## src/rtl/timer_counter.sv

```systemverilog
// timer_counter: a start/stop counter driven by a push button.
// BTN is synchronised and edge-detected; each press toggles the machine
// between RUN and PAUSE (the first press leaves IDLE). While in RUN a
// prescaler divides CLK by DIV, and each prescaler tick advances the 4-bit
// count Q through 0..MAX, wrapping back to 0 with a one-cycle CARRY pulse.
//
// Handshake note: there is no valid/ready traffic here. The only event
// interface is the internal one-cycle edge pulse w_edge, which is consumed
// by the state machine on the same CLK edge on which it is high; it is
// never queued, so a pulse that lands together with CLR is simply lost.
module timer_counter #(
  parameter int DIV = 4,
  parameter int MAX = 9
) (
  input  logic       CLK,
  input  logic       XRST,
  input  logic       BTN,
  input  logic       CLR,
  output logic [3:0] Q,
  output logic       CARRY,
  output logic       RUNNING,
  output logic [1:0] o_dbg_state
);

  localparam int              DW       = $clog2(DIV);
  localparam logic [DW-1:0]   DIV_LAST = DW'(DIV - 1);
  localparam logic [3:0]      Q_MAX    = 4'(MAX);

  typedef enum logic [1:0] {
    ST_IDLE  = 2'd0,
    ST_RUN   = 2'd1,
    ST_PAUSE = 2'd2
  } state_t;

  state_t        r_state;
  state_t        w_state_next;
  logic          r_sync1;
  logic          r_sync2;
  logic          r_sync2_d;
  logic          w_edge;
  logic          w_tick;
  logic [DW-1:0] r_div;
  logic [3:0]    r_q;
  logic          r_carry;

  // Two-flop synchroniser plus the edge register. CLR deliberately leaves
  // these alone so that a button held across a clear does not re-trigger.
  always_ff @(posedge CLK or negedge XRST) begin
    if (!XRST) begin
      r_sync1   <= 1'b0;
      r_sync2   <= 1'b0;
      r_sync2_d <= 1'b0;
    end else begin
      r_sync1   <= BTN;
      r_sync2   <= r_sync1;
      r_sync2_d <= r_sync2;
    end
  end

  // One pulse per rising level of the synchronised button.
  assign w_edge = r_sync2 & ~r_sync2_d;

  // Prescaler terminal count, only meaningful while running.
  assign w_tick = (r_state == ST_RUN) && (r_div == DIV_LAST);

  // Next-state logic: CLR wins over any button edge.
  always_comb begin
    w_state_next = r_state;
    if (CLR) begin
      w_state_next = ST_IDLE;
    end else if (w_edge) begin
      case (r_state)
        ST_IDLE:  w_state_next = ST_RUN;
        ST_RUN:   w_state_next = ST_PAUSE;
        ST_PAUSE: w_state_next = ST_RUN;
        default:  w_state_next = ST_IDLE;
      endcase
    end
  end

  // State register.
  always_ff @(posedge CLK or negedge XRST) begin
    if (!XRST) begin
      r_state <= ST_IDLE;
    end else begin
      r_state <= w_state_next;
    end
  end

  // Prescaler: counts in RUN, holds in PAUSE so a resume keeps its phase.
  always_ff @(posedge CLK or negedge XRST) begin
    if (!XRST) begin
      r_div <= '0;
    end else if (CLR) begin
      r_div <= '0;
    end else begin
      case (r_state)
        ST_RUN:   r_div <= w_tick ? '0 : r_div + DW'(1);
        ST_PAUSE: r_div <= r_div;
        default:  r_div <= '0;
      endcase
    end
  end

  // Count and carry: a tick still lands even if the same edge pauses.
  always_ff @(posedge CLK or negedge XRST) begin
    if (!XRST) begin
      r_q     <= 4'd0;
      r_carry <= 1'b0;
    end else if (CLR) begin
      r_q     <= 4'd0;
      r_carry <= 1'b0;
    end else begin
      r_carry <= w_tick && (r_q == Q_MAX);
      if (w_tick) begin
        r_q <= (r_q == Q_MAX) ? 4'd0 : r_q + 4'd1;
      end
    end
  end

  assign Q           = r_q;
  assign CARRY       = r_carry;
  assign RUNNING     = (r_state == ST_RUN);
  assign o_dbg_state = r_state;

endmodule

```

## config.mk

```make
export PLATFORM = sky130hd
export DESIGN_NAME = timer_counter
export DESIGN_NICKNAME = d
export VERILOG_FILES = /design/src/rtl/timer_counter.sv
export SDC_FILE = /design/constraint.sdc
export NUM_CORES = 1
export LEC_CHECK = 0
export ABC_AREA = 1
export ABC_CLOCK_PERIOD_IN_PS = 1400
export CAP_MARGIN = 5
export CORE_MARGIN = 10
export CORE_UTILIZATION = 30
export CTS_CLUSTER_DIAMETER = 100
export DETAILED_ROUTE_END_ITERATION = 12
export PLACE_DENSITY = 0.47
export SYNTH_ARGS = -nofsm -noshare
export SYNTH_HDL_FRONTEND = slang
export SYNTH_SLANG_ARGS = --single-unit
export TNS_END_PERCENT = 100
```

## constraint.sdc

```tcl
create_clock -name CLK -period 1.4 [get_ports CLK]
set_clock_uncertainty 0.2 [all_clocks]
set_input_delay 0.28 -clock CLK [delete_from_list [all_inputs] [get_ports CLK]]
set_output_delay 0.28 -clock CLK [all_outputs]
set_load 0.1 [all_outputs]
```

# After elaboration in Yosys (flattened, before gate mapping)
# Cells that the tools add are included.
totals:
  ff_bits: 12
  out_inout_bits: 8
  wordCells: 32
  input_bits: 4
classes:
  mux: 10
  eq_ne: 5
  n_reduce_logical: 6
  bitwise_logic: 2
  addsub: 2
ops:
  columns: ["cell", "count"]
  rows:
  - ["4-bit two-way mux", 3]
  - ["2-bit two-way mux", 4]
  - ["2-bit case mux with 2 select lines", 2]
  - ["4-bit by 1-bit adder with 4-bit output (second input constant)", 1]
  - ["2-bit == test (second input constant)", 2]
  - ["4-bit == test (second input constant)", 1]
  - ["2-bit nonzero test", 2]
  - ["2-bit by 1-bit adder with 2-bit output (second input constant)", 1]
  - ["2-bit by 1-bit == test with 1-bit output (second input constant)", 1]
  - ["1-bit logical AND", 2]
  - ["2-bit zero test", 1]
  - ["2-bit inequality test (second input constant)", 1]
  - ["2-bit OR reduction", 1]
  - ["1-bit bitwise AND", 1]
  - ["1-bit two-way mux", 1]
  - ["1-bit inverter", 1]

# Depth between registers and ports, before layout
# Gate-level depths: netlist (run 1).
logic_depth:
  ltp_word: 5
  mapped_depth: 7
  depth_no_buf: 7

# Worst setup path after synthesis (run 1)
# No wires, ideal clock.
synth_path:
  path_type: "reg-to-output"
  from: "register r_state[0], in the netlist o_dbg_state[0]"
  to: "output port RUNNING"
  path_stages_with_launch: 3
  arrival_ns: 2.453
  required_ns: 0.920
  setup_slack_ns: -1.533
  path_cell_list: "dfrtp_1 -> inv_1 -> nor2_1"
synth_via:
  elab_chain_cells: 1
synth_lines:
  columns: ["item", "line_no", "source"]
  rows:
  - ["start: declaration", "35", "state_t r_state;"]
  - ["start signal: assignment", "86", "r_state <= w_state_next;"]
  - ["2-bit by 1-bit == test with 1-bit output", "123", "assign RUNNING = (r_state == ST_RUN);"]
  - ["end: declaration", "21", "output logic RUNNING,"]
# No other way between the ends.

# Final worst setup path (run 1)
# Same ends and word-level chain as after synthesis.

==> results of run 1 <==
## how the worst max path moves through the flow
stage | start | endpoint | cells past startpoint
after global routing | o_dbg_state[0] | RUNNING | 3
final | o_dbg_state[0] | RUNNING | 3
after global placement | CLR | Q[1] | 6
after CTS | o_dbg_state[0] | RUNNING | 3
after detailed placement | CLR | Q[0] | 6
after floorplan | o_dbg_state[0] | RUNNING | 2
## area by class of cell
class / instances / area [sq um]
Inverter: 11 / 45.0
Timing Repair Buffer: 21 / 292
Fill cell: 196 / 902
Multi-Input combinational cell: 47 / 318
Sequential cell: 12 / 315
Tap cell: 27 / 33.8
Clock buffer: 4 / 36.3
## flip-flops by register name, summed over array words and instances (netlist names)
signal and flops:
CARRY 1, r_sync2_d 1, r_div 2, Q 4, o_dbg_state 2, r_sync2 1, r_sync1 1
## metal layers
layer	share of wire	routed length (um)	global-route usage	up-vias
met5	0	0	0	-
met3	0.052	71	0.0241	0
li1	-	-	-	267
met4	0	0	0.0294	0
met2	0.49	666	0.115	5
met1	0.46	623	0.0871	224
## what timing repair did
action                     4_1_cts  5_1_grt
resized for setup                2        9
cloned                           0        0
pin swaps                        2        0
setup endpoints to repair        7       11
buffers inserted                 8        0
## synth_stat cells
library cell	instances
sky130_fd_sc_hd__clkinv_2	1
sky130_fd_sc_hd__dfrtp_1	12
sky130_fd_sc_hd__ha_1	3
sky130_fd_sc_hd__inv_1	8
sky130_fd_sc_hd__inv_2	2
sky130_fd_sc_hd__nand2_1	23
sky130_fd_sc_hd__nand2_2	1
sky130_fd_sc_hd__nand2_4	1
sky130_fd_sc_hd__nand3_1	4
sky130_fd_sc_hd__nand3_2	1
sky130_fd_sc_hd__nand3_4	1
sky130_fd_sc_hd__nand4_1	1
sky130_fd_sc_hd__nor2_1	6
sky130_fd_sc_hd__nor2_4	1
sky130_fd_sc_hd__nor3_1	1
sky130_fd_sc_hd__nor3_2	1
sky130_fd_sc_hd__o21ai_0	3
## power by group through the flow
stage | Clock (mW) | Sequential [mW] | Combinational [mW]
final | 0.279 | 0.364 | 0.119
after floorplan | 0 | 0.392 | 0.0399
after detailed placement | 0 | 0.374 | 0.105
after CTS | 0.289 | 0.364 | 0.116
after global placement | 0 | 0.374 | 0.104
after global routing | 0.309 | 0.365 | 0.128
## worst reg2reg max path: cells and delay by family, from the launching register on
kind                       cells  cell delay, ps
and+or+nand+nor                5             340
adders and majority gates      1             170
buffers and inverters          1             150
DFF                            1             520
## kinds of logic after synthesis
logic type	Yosys count	share of synthesized area
DFF	12	0.499
adders and majority gates	3	0.0624
AOI/OAI and AO/OA	3	0.0249
and+or+nand+nor	41	0.343
buffers and inverters	11	0.0707
## through the flow
step	setup TNS [ps]	utilization	cells	area [sq um]	hold slack, ps
CTS	-656	0.519	122	1010	93.3
detailed placement	-975	0.459	110	891	140
global placement	-868	0.459	110	891	135
floorplan	-540	-	70	652	-216
finish	-569	0.535	122	1040	95.0
global route	-1000	0.535	122	1040	98.2
==> out/qor_table.md, run 1 <==
| Item | Reported | Unit |
|---|---|---|
| Result of the run | finished, violations left | - |
| Violated checks | negative setup slack | - |
| Initial Utilization | 0.310 | - |
| CP bufs+invs | 2 | - |
| Remaining design rule violation count | 0 | - |
| Syn Nets | 77 | - |
| Iteration-0 DRC Markers | 8 | - |
| Data required time at the worst endpoint | 920 | ps |
| Part of the cycle the worst path needs | 1.10 | - |
| Average routed wire per standard cell | 11.1 | um |
| CTS clock-pin slew for the worst setup and hold paths | 80 | ps |
| Final net count | 103 | - |
| CP delay by family, top | flip-flops | - |
| Number of clock buffers inserted by TritonCTS | 3 | - |
| Cell area after synthesis | 602 | sq um |
| Top-Level Pins | 12 | - |
| Leak | 0.472 | nW |
| Initial antenna violation count | 0 | - |
| Critical R2R Capture | Q[0] | - |
| Worst Setup Start Kind | register | - |
| Part of the power in the clock network | 0.366 | - |
| Layout area overhead | 72.8 | % |
| Slew of the pin with the lowest slew margin | 248 | ps |
| DP Wirelength | 972 | um |
| Fin. Hold Viols | 0 | - |
| Global placer's final weighted congestion | 0.695 | - |
| Highest-count cells in the layout ignoring fill and taps | sky130_fd_sc_hd__nand2_1, sky130_fd_sc_hd__buf_12, sky130_fd_sc_hd__dfrtp_1, sky130_fd_sc_hd__buf_4 | - |
| Ratio of routed vias to standard cells | 4.07 | - |
| Share of cells above drive strength 1 | 0.484 | - |
| Biggest fanout along the worst timing path | 3 | - |
| CTS Hold Bufs | 0 | - |
| Worst ir drop on vdd | 0.000408 | V |
| Number of unique standard cell types used by synthesis | 17 | - |
| Setup repair after global routing missed its margin | true | - |
| Post-synthesis register bit count | 12 | - |
| Final Setup Violations | 9 | - |
| Area of the core region | 1940 | sq um |
| Max-capacitance violation count | 0 | - |
| Remaining number of nets flagged by the antenna check after routing | 0 | - |
| Crit-path slowest cell | sky130_fd_sc_hd__dfrtp_4 | - |
| Setup Slack @ Placement | -151 | ps |
| Worst reg2reg setup slack | -40 | ps |
| Pwr/cell area | 733 | nW/um^2 |
| Tot GR Track Use | 0.0721 | - |
| RR Startpoint | Q[0] | - |
| Critical path capture point type | output pin | - |
| Flop pwr share | 0.478 | - |
| Synth Area per Inst | 8.60 | sq um |
| Internal Power | 560 | uW |
| Critical path cell sequence | inv_4 > nor2_4 > buf_12 | - |
| Clk_lat worst skew | 270 | ps |
| Longest individual stage delay on the worst path | 520 | ps |
| Maximum number of pins on one net before global-route repair | 13 | - |
| Worst slew margin relative to its limit | 0.834 | - |
| Die Height | 64.8 | um |
| Post-Syn Instances | 70 | - |
| TritonCTS clock tree | done | - |
| Switching power | 202 | uW |
| Sequential share of the synthesized area | 0.499 | - |
| Buffer depth of the longest clock path | 2 | - |
| Sum of internal, switching and leakage power | 762 | uW |
| DIE AREA | 4200 | sq um |
| Fmax | 651 | MHz |
| Classification of the worst-slack hold path | primary input to asynchronous set/reset pin | - |
| Htree depth | 1 | - |
| Number of warnings issued by yosys | 0 | - |
| Most common library cell in the layout ignoring fill and taps | sky130_fd_sc_hd__nand2_1 | - |
| Critical path type | register to output pin | - |
| Switching Fraction | 0.265 | - |
| Combinational power share | 0.156 | - |
| Total via count after detailed routing | 496 | - |
| Top cells by area in the synthesized netlist | sky130_fd_sc_hd__dfrtp_1, sky130_fd_sc_hd__nand2_1, sky130_fd_sc_hd__ha_1 | - |
| Min cycle time layout | 1540 | ps |
| Synth top area share | 0.499 | - |
| Total congestion overflow | 0 | - |
| Number of buffers inserted by port buffering | 11 | - |
| Antenna diode count | 0 | - |
| Number of core rows | 16 | - |
| Biggest area consumer among synthesized cells | sky130_fd_sc_hd__dfrtp_1 | - |
| Root cell of the clock tree | sky130_fd_sc_hd__clkbuf_4 | - |
| Worst-case setup margin in the final layout | -135 | ps |
| DRT Pass-1 Iters | 3 | - |
| Wire length of the first global-routing pass | 2420 | um |
| Chip width | 64.8 | um |
| Routed Wire Length | 1360 | um |
| Vias in the first global route | 509 | - |
| Clock Sink Count | 12 | - |
| Count of final max-slew check failures | 0 | - |
| Data arrival time of the worst path | 1060 | ps |
| Worst reg-to-reg path cell count | 7 | - |
No activity file was read; power rests on OpenSTA's default activity.
==> run 2: changes to the inputs <==
- SLEW_MARGIN: not set -> 15
==> results of run 2 <==
No change in the layout: final DEF, timing and power equal those of run 1.
